`src/rtl/alias_reduction_pkg.sv`:
```
// Shared definitions for the alias-reduction engine: FSM state encoding,
// butterfly geometry, coefficient format and sample-RAM address helpers.
package alias_reduction_pkg;

  localparam int BUTTERFLIES         = 8;
  localparam int SAMPLES_PER_SUBBAND = 18;
  localparam int COEF_FRAC_BITS      = 17;
  localparam int ADDR_W              = 10;

  typedef enum logic [2:0] {
    IDLE,
    RD_U,
    RD_D,
    MULT,
    WR_U,
    WR_D,
    DONE
  } state_e;

  // Upper butterfly operand: last sample of subband sb-1, walking downwards.
  function automatic logic [ADDR_W-1:0] up_addr(input logic [ADDR_W-1:0] sb,
                                                input logic [2:0]        i);
    return ADDR_W'(sb * ADDR_W'(SAMPLES_PER_SUBBAND)) - ADDR_W'(1)
           - {{(ADDR_W-3){1'b0}}, i};
  endfunction

  // Lower butterfly operand: first sample of subband sb, walking upwards.
  function automatic logic [ADDR_W-1:0] dn_addr(input logic [ADDR_W-1:0] sb,
                                                input logic [2:0]        i);
    return ADDR_W'(sb * ADDR_W'(SAMPLES_PER_SUBBAND))
           + {{(ADDR_W-3){1'b0}}, i};
  endfunction

endpackage

```
`src/rtl/alias_reduction_engine_dp.sv`:
```
// Butterfly datapath: holds bu/cs/ca operands, forms the two cross products
// at full precision, rounds half-up at bit 16, shifts by 17 and saturates.
// u' is produced combinationally while bd sits on the RAM read port; d' is
// registered at the same time so it can be written one cycle after u'.
module alias_butterfly_dp #(
  parameter int DATA_WIDTH = 18
) (
  input  logic                  clk,
  input  logic                  reset_n,
  input  logic                  load_u_i,
  input  logic                  load_d_i,
  input  logic [DATA_WIDTH-1:0] rdata_i,
  input  logic [DATA_WIDTH-1:0] cs_i,
  input  logic [DATA_WIDTH-1:0] ca_i,
  output logic [DATA_WIDTH-1:0] u_res_o,
  output logic [DATA_WIDTH-1:0] d_res_o
);
  import alias_reduction_pkg::*;

  // One spare bit above the product width so the sum/difference never wraps.
  localparam int PW = 2 * DATA_WIDTH + 1;
  localparam logic signed [PW-1:0] ROUND_BIAS = PW'(1) << (COEF_FRAC_BITS - 1);
  localparam logic signed [PW-1:0] MAXV       = (PW'(1) << (DATA_WIDTH - 1)) - PW'(1);
  localparam logic signed [PW-1:0] MINV       = ~MAXV;

  logic [DATA_WIDTH-1:0] bu_q, cs_q, ca_q, d_q;
  logic signed [PW-1:0]  bu_x, bd_x, cs_x, ca_x;
  logic signed [PW-1:0]  u_sum, d_sum;

  function automatic logic [DATA_WIDTH-1:0] round_sat(input logic signed [PW-1:0] v);
    logic signed [PW-1:0] r;
    r = (v + ROUND_BIAS) >>> COEF_FRAC_BITS;
    if (r > MAXV) return MAXV[DATA_WIDTH-1:0];
    if (r < MINV) return MINV[DATA_WIDTH-1:0];
    return r[DATA_WIDTH-1:0];
  endfunction

  assign bu_x = {{(PW-DATA_WIDTH){bu_q[DATA_WIDTH-1]}}, bu_q};
  assign bd_x = {{(PW-DATA_WIDTH){rdata_i[DATA_WIDTH-1]}}, rdata_i};
  assign cs_x = {{(PW-DATA_WIDTH){cs_q[DATA_WIDTH-1]}}, cs_q};
  assign ca_x = {{(PW-DATA_WIDTH){ca_q[DATA_WIDTH-1]}}, ca_q};

  assign u_sum = bu_x * cs_x - bd_x * ca_x;
  assign d_sum = bd_x * cs_x + bu_x * ca_x;

  assign u_res_o = round_sat(u_sum);
  assign d_res_o = d_q;

  // Capture the upper sample with its coefficients, later the rounded d'.
  always_ff @(posedge clk or negedge reset_n) begin
    if (!reset_n) begin
      bu_q <= '0;
      cs_q <= '0;
      ca_q <= '0;
      d_q  <= '0;
    end else begin
      if (load_u_i) begin
        bu_q <= rdata_i;
        cs_q <= cs_i;
        ca_q <= ca_i;
      end
      if (load_d_i) begin
        d_q <= round_sat(d_sum);
      end
    end
  end

endmodule

```
`src/rtl/alias_reduction_engine.sv`:
```
// Alias-reduction engine top: granule FSM, boundary/butterfly counters and
// sample-RAM / coefficient-ROM address generation. Five cycles per butterfly.
// Optional macro ALIAS_REDUCTION_MIXED_EN: short+mixed granules process only
// boundary 1; without it mixed_block is ignored and short granules are skipped.
module alias_reduction_engine #(
  parameter int NUM_SUBBANDS = 32,
  parameter int DATA_WIDTH   = 18
) (
  input  logic                  clk,
  input  logic                  reset_n,
  input  logic                  start,
  input  logic                  short_block,
  input  logic                  mixed_block,
  output logic                  busy,
  output logic                  done,
  output logic                  coef_enable,
  output logic [2:0]            coef_index,
  input  logic [DATA_WIDTH-1:0] cs_data,
  input  logic [DATA_WIDTH-1:0] ca_data,
  output logic [9:0]            ram_addr,
  output logic                  ram_rd_en,
  input  logic [DATA_WIDTH-1:0] ram_rdata,
  output logic                  ram_wr_en,
  output logic [DATA_WIDTH-1:0] ram_wdata
);
  import alias_reduction_pkg::*;

  localparam int              SB_W    = $clog2(NUM_SUBBANDS);
  localparam logic [SB_W-1:0] LAST_SB = SB_W'(NUM_SUBBANDS - 1);
  localparam logic [2:0]      LAST_I  = 3'(BUTTERFLIES - 1);

  state_e                state_q, state_d;
  logic [SB_W-1:0]       sb_q, sb_d;
  logic [2:0]            i_q, i_d;
  logic [ADDR_W-1:0]     ram_addr_q, ram_addr_d;
  logic [DATA_WIDTH-1:0] ram_wdata_q, ram_wdata_d;
  logic [2:0]            coef_index_q, coef_index_d;
  logic [SB_W-1:0]       last_sb;
  logic                  take_granule;
  logic                  load_u, load_d;
  logic [DATA_WIDTH-1:0] u_res, d_res;

`ifdef ALIAS_REDUCTION_MIXED_EN
  logic mixed_q, mixed_d;
  assign last_sb = mixed_q ? SB_W'(1) : LAST_SB;
`else
  logic unused_mixed;
  assign unused_mixed = mixed_block;
  assign last_sb      = LAST_SB;
`endif

  // Strobes and status decode straight from the state register.
  assign busy        = (state_q != IDLE) && (state_q != DONE);
  assign done        = (state_q == DONE);
  assign ram_rd_en   = (state_q == RD_U) || (state_q == RD_D);
  assign coef_enable = (state_q == RD_U);
  assign ram_wr_en   = (state_q == WR_U) || (state_q == WR_D);
  assign ram_addr    = ram_addr_q;
  assign ram_wdata   = ram_wdata_q;
  assign coef_index  = coef_index_q;

  alias_butterfly_dp #(
    .DATA_WIDTH(DATA_WIDTH)
  ) u_dp (
    .clk     (clk),
    .reset_n (reset_n),
    .load_u_i(load_u),
    .load_d_i(load_d),
    .rdata_i (ram_rdata),
    .cs_i    (cs_data),
    .ca_i    (ca_data),
    .u_res_o (u_res),
    .d_res_o (d_res)
  );

  // Next state, counters and the held address/data/index registers.
  always_comb begin
    state_d      = state_q;
    sb_d         = sb_q;
    i_d          = i_q;
    ram_addr_d   = ram_addr_q;
    ram_wdata_d  = ram_wdata_q;
    coef_index_d = coef_index_q;
    take_granule = 1'b0;
    load_u       = 1'b0;
    load_d       = 1'b0;
`ifdef ALIAS_REDUCTION_MIXED_EN
    mixed_d      = mixed_q;
`endif
    case (state_q)
      IDLE: begin
        if (start) begin
`ifdef ALIAS_REDUCTION_MIXED_EN
          take_granule = !short_block || mixed_block;
          mixed_d      = short_block && mixed_block;
`else
          take_granule = !short_block;
`endif
          if (take_granule) begin
            state_d      = RD_U;
            sb_d         = SB_W'(1);
            i_d          = 3'd0;
            ram_addr_d   = up_addr(ADDR_W'(1), 3'd0);
            coef_index_d = 3'd0;
          end else begin
            state_d = DONE;
          end
        end
      end
      RD_U: begin
        state_d    = RD_D;
        ram_addr_d = dn_addr(ADDR_W'(sb_q), i_q);
      end
      RD_D: begin
        state_d = MULT;
        load_u  = 1'b1;
      end
      MULT: begin
        state_d     = WR_U;
        load_d      = 1'b1;
        ram_addr_d  = up_addr(ADDR_W'(sb_q), i_q);
        ram_wdata_d = u_res;
      end
      WR_U: begin
        state_d     = WR_D;
        ram_addr_d  = dn_addr(ADDR_W'(sb_q), i_q);
        ram_wdata_d = d_res;
      end
      WR_D: begin
        if ((i_q == LAST_I) && (sb_q == last_sb)) begin
          state_d = DONE;
        end else begin
          if (i_q == LAST_I) begin
            sb_d = sb_q + SB_W'(1);
            i_d  = 3'd0;
          end else begin
            i_d = i_q + 3'd1;
          end
          state_d      = RD_U;
          ram_addr_d   = up_addr(ADDR_W'(sb_d), i_d);
          coef_index_d = i_d;
        end
      end
      DONE: begin
        state_d = IDLE;
        sb_d    = SB_W'(1);
        i_d     = 3'd0;
      end
      default: state_d = IDLE;
    endcase
  end

  // State and held-output registers; reset aborts any granule in flight.
  always_ff @(posedge clk or negedge reset_n) begin
    if (!reset_n) begin
      state_q      <= IDLE;
      sb_q         <= SB_W'(1);
      i_q          <= 3'd0;
      ram_addr_q   <= '0;
      ram_wdata_q  <= '0;
      coef_index_q <= 3'd0;
`ifdef ALIAS_REDUCTION_MIXED_EN
      mixed_q      <= 1'b0;
`endif
    end else begin
      state_q      <= state_d;
      sb_q         <= sb_d;
      i_q          <= i_d;
      ram_addr_q   <= ram_addr_d;
      ram_wdata_q  <= ram_wdata_d;
      coef_index_q <= coef_index_d;
`ifdef ALIAS_REDUCTION_MIXED_EN
      mixed_q      <= mixed_d;
`endif
    end
  end

endmodule
```
`config.mk`:
```
export PLATFORM = sky130hd
export DESIGN_NAME = alias_reduction_engine
export DESIGN_NICKNAME = d
export VERILOG_FILES = /design/src/rtl/alias_reduction_pkg.sv /design/src/rtl/alias_reduction_engine_dp.sv /design/src/rtl/alias_reduction_engine.sv
export SDC_FILE = /design/constraint.sdc
export NUM_CORES = 2
export LEC_CHECK = 0
export ABC_AREA = 1
export CORE_MARGIN = 5
export CORE_UTILIZATION = 30
export DETAILED_ROUTE_END_ITERATION = 8
export SYNTH_ARGS = -nofsm -noshare
export SYNTH_HDL_FRONTEND = slang
export SYNTH_SLANG_ARGS = --single-unit
```
`constraint.sdc`:
```
create_clock -name clk -period 9.3 [get_ports clk]
set_input_delay 0.93 -clock clk [delete_from_list [all_inputs] [get_ports clk]]
set_output_delay 0.93 -clock clk [all_outputs]
set_load 0.02 [all_outputs]
```
### After elaboration in Yosys (flattened, before gate mapping)

Index checks and enable logic that the tools add are counted.

* flip-flop bits (word level): 114
* bits of input ports: 59
* output and inout port bits: 36
* word-level logic and storage cells: 99

* $add $sub $neg: 11
* multipliers: 6
* order comparisons: 4
* equal/unequal tests: 12
* muxes and demuxes: 42
* reductions and logical operators: 14

Operators with widths (count)
* 18-bit by 18-bit multiplier with 36-bit output: 4
* 18-bit 2-to-1 mux: 8
* 37-bit by 18-bit adder with 37-bit output (second input constant): 2
* 20-bit by 18-bit > comparator with 1-bit output (second input constant): 2
* 20-bit by 18-bit < comparator with 1-bit output (second input constant): 2
* 10-bit case mux with 4 select lines: 1
* 37-bit adder: 1
* 37-bit subtractor: 1
* 18-bit case mux with 2 select lines: 1
* 10-bit 2-to-1 mux: 3
* 5-bit 2-to-1 mux: 6
* 3-bit 2-to-1 mux: 9
* 10-bit by 1-bit subtractor with 10-bit output (second input constant): 2
* 10-bit by 3-bit subtractor with 10-bit output: 2
* 5-bit by 4-bit multiplier with 9-bit output (second input constant): 2
* 3-bit case mux with 6 select lines: 1
* 5-bit case mux with 3 select lines: 1
* 3-bit equality test (second input constant): 4
* 4-bit AND reduction: 3
* 10-bit by 3-bit adder with 10-bit output: 1
* 1-bit 2-to-1 mux: 10
* 3-bit case mux with 3 select lines: 1
* 3-bit by 2-bit equality test with 1-bit output (second input constant): 2
* 2-bit inequality test (second input constant): 3
* 13 further kinds: 17

### Depth between registers and ports, before layout

* depth in word-level cells: 10
* mapped depth: 47
* depth with buffers taken out: 44

### By module

A second synthesis with hierarchy kept.

* cell total of the unflattened synthesis: 6838
* area total of the unflattened synthesis: 56614.3 um^2

By module, submodules not included
* alias_butterfly_dp: times used 1, cells each 6424, area each 53581.4 um^2, seq. area each 1801.7 um^2
* alias_reduction_engine: times used 1, cells each 414, area each 3032.9 um^2, seq. area each 1052.3 um^2

### Worst setup path before layout

OpenSTA, ideal clock, no wires.

* path kind: in2reg
* from: input ram_rdata[17]
* to: register ram_wdata_q[15] (netlist: ram_wdata[15])
* library setup time: 0.116 ns
* arrival: 8.362 ns
* required time: 9.184 ns
* slack: 0.822 ns
* stages on the path: 36
* buffers on the path: 3
* path through: clkbuf_1 > buf_1 > nand2_1 > fa_1 > inv_1 > fa_1 > ha_1 > inv_1 > fa_1 > inv_1 > fa_1 > inv_1 > fa_1 > inv_1 > ha_1 > nand2_1 > nor4_1 > nand3_1 > nand3_1 > a21oi_1 > xor2_1 > ha_1 > ha_1 > a21oi_1 > o21ai_0 > nand2_1 > nand2_1 > a21oi_1 > nand3_1 > nand2_1 > nand2_2 > a21oi_4 > buf_6 > nand2_1 > nand2_1 > nand2_1

* longest elaborated chain between the ends: 9
* elaborated cells between the ends (all ways): 12
* classes of those cells: add/sub: 2; mul: 1; order compare: 2; mux: 7

RTL lines
* start: declaration: RTL line alias_reduction_engine.sv:22 `input logic [DATA_WIDTH-1:0] ram_rdata,`
* 18-bit by 18-bit multiplier with 36-bit output (*): RTL line alias_reduction_engine_dp.sv:43 `assign u_sum = bu_x * cs_x - bd_x * ca_x;`
* 37-bit subtractor (*): RTL line alias_reduction_engine_dp.sv:43
* 37-bit by 18-bit adder with 37-bit output (*): RTL line alias_reduction_engine_dp.sv:32 `r = (v + ROUND_BIAS) >>> COEF_FRAC_BITS;`
* 20-bit by 18-bit < comparator with 1-bit output: RTL line alias_reduction_engine_dp.sv:34 `if (r < MINV) return MINV[DATA_WIDTH-1:0];`
* 1-bit 2-to-1 mux (2 in series): RTL line alias_reduction_engine_dp.sv:34
* 18-bit 2-to-1 mux: RTL line alias_reduction_engine_dp.sv:35 `return r[DATA_WIDTH-1:0];`
* 18-bit 2-to-1 mux (*): RTL line alias_reduction_engine_dp.sv:34
* 18-bit case mux with 2 select lines (*): RTL line alias_reduction_engine.sv:90 `case (state_q)`
* end signal: assignment: RTL line alias_reduction_engine.sv:170 `ram_wdata_q <= ram_wdata_d;`
* end: declaration: RTL line alias_reduction_engine.sv:36 `logic [DATA_WIDTH-1:0] ram_wdata_q, ram_wdata_d;`

Every way passes the cells marked *; elsewhere a longest branch is shown, timed or not. The select of a mux whose other input is x is not followed.
A chain may end at the register's enable or synchronous reset.

### Worst setup path after layout

* from: input ram_rdata[17]
* to: register u_dp.d_q[13] (netlist: u_dp.d_res_o[13])

* longest elaborated chain between the ends: 9
* elaborated cells between the ends (all ways): 13
* classes of those cells: add/sub: 2; mul: 1; order compare: 2; mux: 8

RTL lines
* 18-bit by 18-bit multiplier with 36-bit output (*): RTL line alias_reduction_engine_dp.sv:44 `assign d_sum = bd_x * cs_x + bu_x * ca_x;`
* 37-bit adder (*): RTL line alias_reduction_engine_dp.sv:44
* 37-bit by 18-bit adder with 37-bit output (*): RTL line alias_reduction_engine_dp.sv:32
* 20-bit by 18-bit < comparator with 1-bit output: RTL line alias_reduction_engine_dp.sv:34
* 1-bit 2-to-1 mux (2 in series): RTL line alias_reduction_engine_dp.sv:34
* 1-bit 2-to-1 mux: RTL line alias_reduction_engine_dp.sv:62 `if (load_d_i) begin`
* 18-bit 2-to-1 mux: RTL line alias_reduction_engine_dp.sv:35
* 18-bit 2-to-1 mux (*): RTL line alias_reduction_engine_dp.sv:34
* end signal: assignment: RTL line alias_reduction_engine_dp.sv:63 `d_q <= round_sat(d_sum);`
* end: declaration: RTL line alias_reduction_engine_dp.sv:26 `logic [DATA_WIDTH-1:0] bu_q, cs_q, ca_q, d_q;`

Marked as above.

==> out/metrics.cfg <==
[sta]
fin_skew_ps = 29.3
min_period_over_period = 0.964
max_slew_margin = 0.354
worst_slew_pin_slew_ps = 969
setup_viol = 0
whs_ps = 424
hold_viol = 0
finalMaxSlewViolations = 0
fin_ws_ps = 335
period_needed_ps = 8970
max_clock_freq_mhz = 112

[yosys]
synth_cell_types = 62
async_reset_ff_frac = 1.00
yosysTopAreaCell = fa_1
synth_area_leaders = fa_1, inv_1, nand2_1
synth_edf_count = 0
avgSynthCellArea_um2 = 7.72
synth_cells = 7881
syn_nets = 9789
synth_common_cells = inv_1, nand2_1, fa_1
netlist.area_leader.share = 0.435
synth_area_um2 = 60800
yosysSeqAreaShare = 0.0469
ys_warn_count = 0
synthFlopType = dfrtp_1
synthMostInstantiatedCell = inv_1
ys_ff_latch = 114

[worst_hold_path]
hold_path_class = input port to async pin

[setup_path]
crit_slowest_cell = fa_1
critPathKind = input port to flop
endpoint = u_dp.d_res_o[13]$_DFFE_PN0P_
crit_fanout = 17
cp.depth = 39
startpoint_type = input port
worst-path-buf-inv = 14
crit_family = adder cells
arrival_ps = 9390
reg2reg_depth = 35
crit_path_start = ram_rdata[17]
slowest_delay_ps = 520
rr_endpoint = u_dp.d_res_o[1]$_DFFE_PN0P_
end_kind = flop
crit_required_ps = 9720
r2r_start = u_dp.cs_q[3]$_DFFE_PN0P_
r2r_slack_ps = 540

[global_routing]
met3_usage = 0.0211
grt_usage = 0.179
grt_util_met2 = 0.308
gr-total-overflow = 0
grt.busiest_layer = met2
grt_use_met1 = 0.236
grt_pass1_wl_um = 298000
grt_max_degree = 65
antenna_found_initial = 4
grt_pass1_vias = 53500

[routing]
drt_wl_total_um = 183000
drtAntennaViolNets = 0
num_vias = 49400
wl_per_cell_um = 16.9
vias_per_cell = 4.54
drc_errors = 0
detail_route.first_pass.iterations = 5
drt_iter0_markers = 3317

[layout]
fillerInstances = 21400
postLayoutCellArea_um2 = 68800
area_growth_pct = 13.2
nNetsFinal = 10100
drive_above_1_share = 0.0819
final-instance-count-excl-fill = 10900

[clocking]
cts_buffers = 17
cts_root_buf = clkbuf_16
cts_tree = yes
clock_latency_ps = 520
cts.htree.levels = 4
cts.sinks = 114
cts_hold_buf = 0
path_clk_slew_ps = 70
cts_buffer_depth = 2

[placed_design]
place_congestion = 0.958
dpl_cell_area_um2 = 68200
portBuffers = 93
place_inst = 10800
dp_slack_ps = -226
dp_hpwl_um = 157000

[flow_run]
drv_cap = 0

[floorplan]
ios = 95
start_util = 0.301
rows = 165
dieArea_um2 = 212000
die_h_um = 460
coreArea_um2 = 202000
die-width_um = 460

[status]
status = completed

-- worst reg2reg max path, delay by kind of cell (launching register included) --
family,cells,cell delay [ps]
adder cells (fa/ha/maj),9,3730
AO/OA/AOI/OAI,7,1500
AND/OR/NAND/NOR,9,1260
buffers and inverters,9,1250
flip-flops,1,640
XOR/XNOR,1,320
-- what timing repair did --
item	CTS	global route
setup buffers	0	1
gates resized for setup	0	19
endpoints found under the setup margin	0	34
-- worst min-delay path by stage --
| stage | start | endpoint | slack, ps | cells past startpoint |
|---|---|---|---|---|
| floorplan | u_dp.d_res_o[10]$_DFFE_PN0P_ | u_dp.d_res_o[10]$_DFFE_PN0P_ | 470 | 2 |
| global placement | ram_addr[5]$_DFFE_PN0P_ | ram_addr[5]$_DFFE_PN0P_ | 460 | 2 |
| detailed placement | ram_addr[5]$_DFFE_PN0P_ | ram_addr[5]$_DFFE_PN0P_ | 470 | 2 |
| CTS | reset_n | sb_q[2]$_DFFE_PN0P_ | 420 | 1 |
| global route | reset_n | sb_q[2]$_DFFE_PN0P_ | 470 | 1 |
| finish | reset_n | sb_q[2]$_DFFE_PN0P_ | 420 | 1 |
-- layout by cell type (no fill, tap or decap), types with 7 or more instances in the layout --
| master | instances |
|---|---|
| a31oi_1 | 20 |
| xor2_1 | 104 |
| nand3_1 | 89 |
| clkbuf_16 | 17 |
| o21bai_1 | 19 |
| a21oi_2 | 7 |
| inv_2 | 9 |
| nor2_1 | 313 |
| o21ai_0 | 137 |
| buf_2 | 15 |
| dfrtp_2 | 11 |
| nand2_2 | 11 |
| ha_1 | 527 |
| buf_4 | 461 |
| nand4_1 | 23 |
| mux2_2 | 47 |
| o211ai_1 | 8 |
| xnor2_1 | 78 |
| inv_1 | 2401 |
| a221oi_1 | 7 |
| a21boi_0 | 7 |
| a21oi_1 | 243 |
| buf_12 | 45 |
| dfrtp_1 | 102 |
| a21o_1 | 24 |
| inv_6 | 7 |
| clkdlybuf4s50_1 | 77 |
| fa_1 | 1321 |
| nand2_1 | 1930 |
| nor3_1 | 46 |
| o21ai_1 | 12 |
-- flip-flops by register name, summed over array words and instances (netlist names) --
| signal | flops |
|---|---|
| sb_q | 5 |
| u_dp.ca_q | 18 |
| ram_addr | 10 |
| ram_wdata | 18 |
| i_q | 3 |
| u_dp.bu_q | 18 |
| u_dp.cs_q | 18 |
| u_dp.d_res_o | 18 |
| coef_index | 3 |
| state_q | 3 |
-- area by class of cell --
| type | instances | area, um2 | area share |
|---|---|---|---|
| diodes | 2 | 5.00 | 0.0000727 |
| clock buffers | 17 | 425 | 0.00618 |
| clock inverters | 15 | 161 | 0.00234 |
| inverters | 2412 | 9050 | 0.132 |
| multi-input cells | 5049 | 47700 | 0.694 |
| flip-flops and latches | 114 | 2870 | 0.0417 |
| well taps | 2672 | 3340 | 0.0486 |
| repair buffers | 600 | 5230 | 0.0760 |
-- cell families after synthesis --
kind of cell / count (synthesis) / share of synthesized area
adder cells (fa/ha/maj): 1849 / 0.543
multiplexers: 47 / 0.00870
AND/OR/NAND/NOR: 2450 / 0.157
AO/OA/AOI/OAI: 521 / 0.0485
buffers and inverters: 2718 / 0.169
flip-flops: 114 / 0.0469
XOR/XNOR: 182 / 0.0262
-- layer usage --
| metal | wire length (um) | vias up |
|---|---|---|
| met4 | 6420 | 2 |
| met1 | 78900 | 24800 |
| met5 | 7 | - |
| li1 | - | 23000 |
| met3 | 10000 | 243 |
| met2 | 88000 | 1350 |
-- through the flow --
stage           util  setup TNS (ps)
6_report       0.341               0
3_3_place_gp   0.338           -3650
4_1_cts        0.341               0
5_1_grt        0.341           -5.81
3_5_place_dp   0.338           -4170
2_1_floorplan      -               0
Power is left out: the tool's default activity adds up to more than one toggle a clock period on the data nets, which glitch-free logic cannot reach.
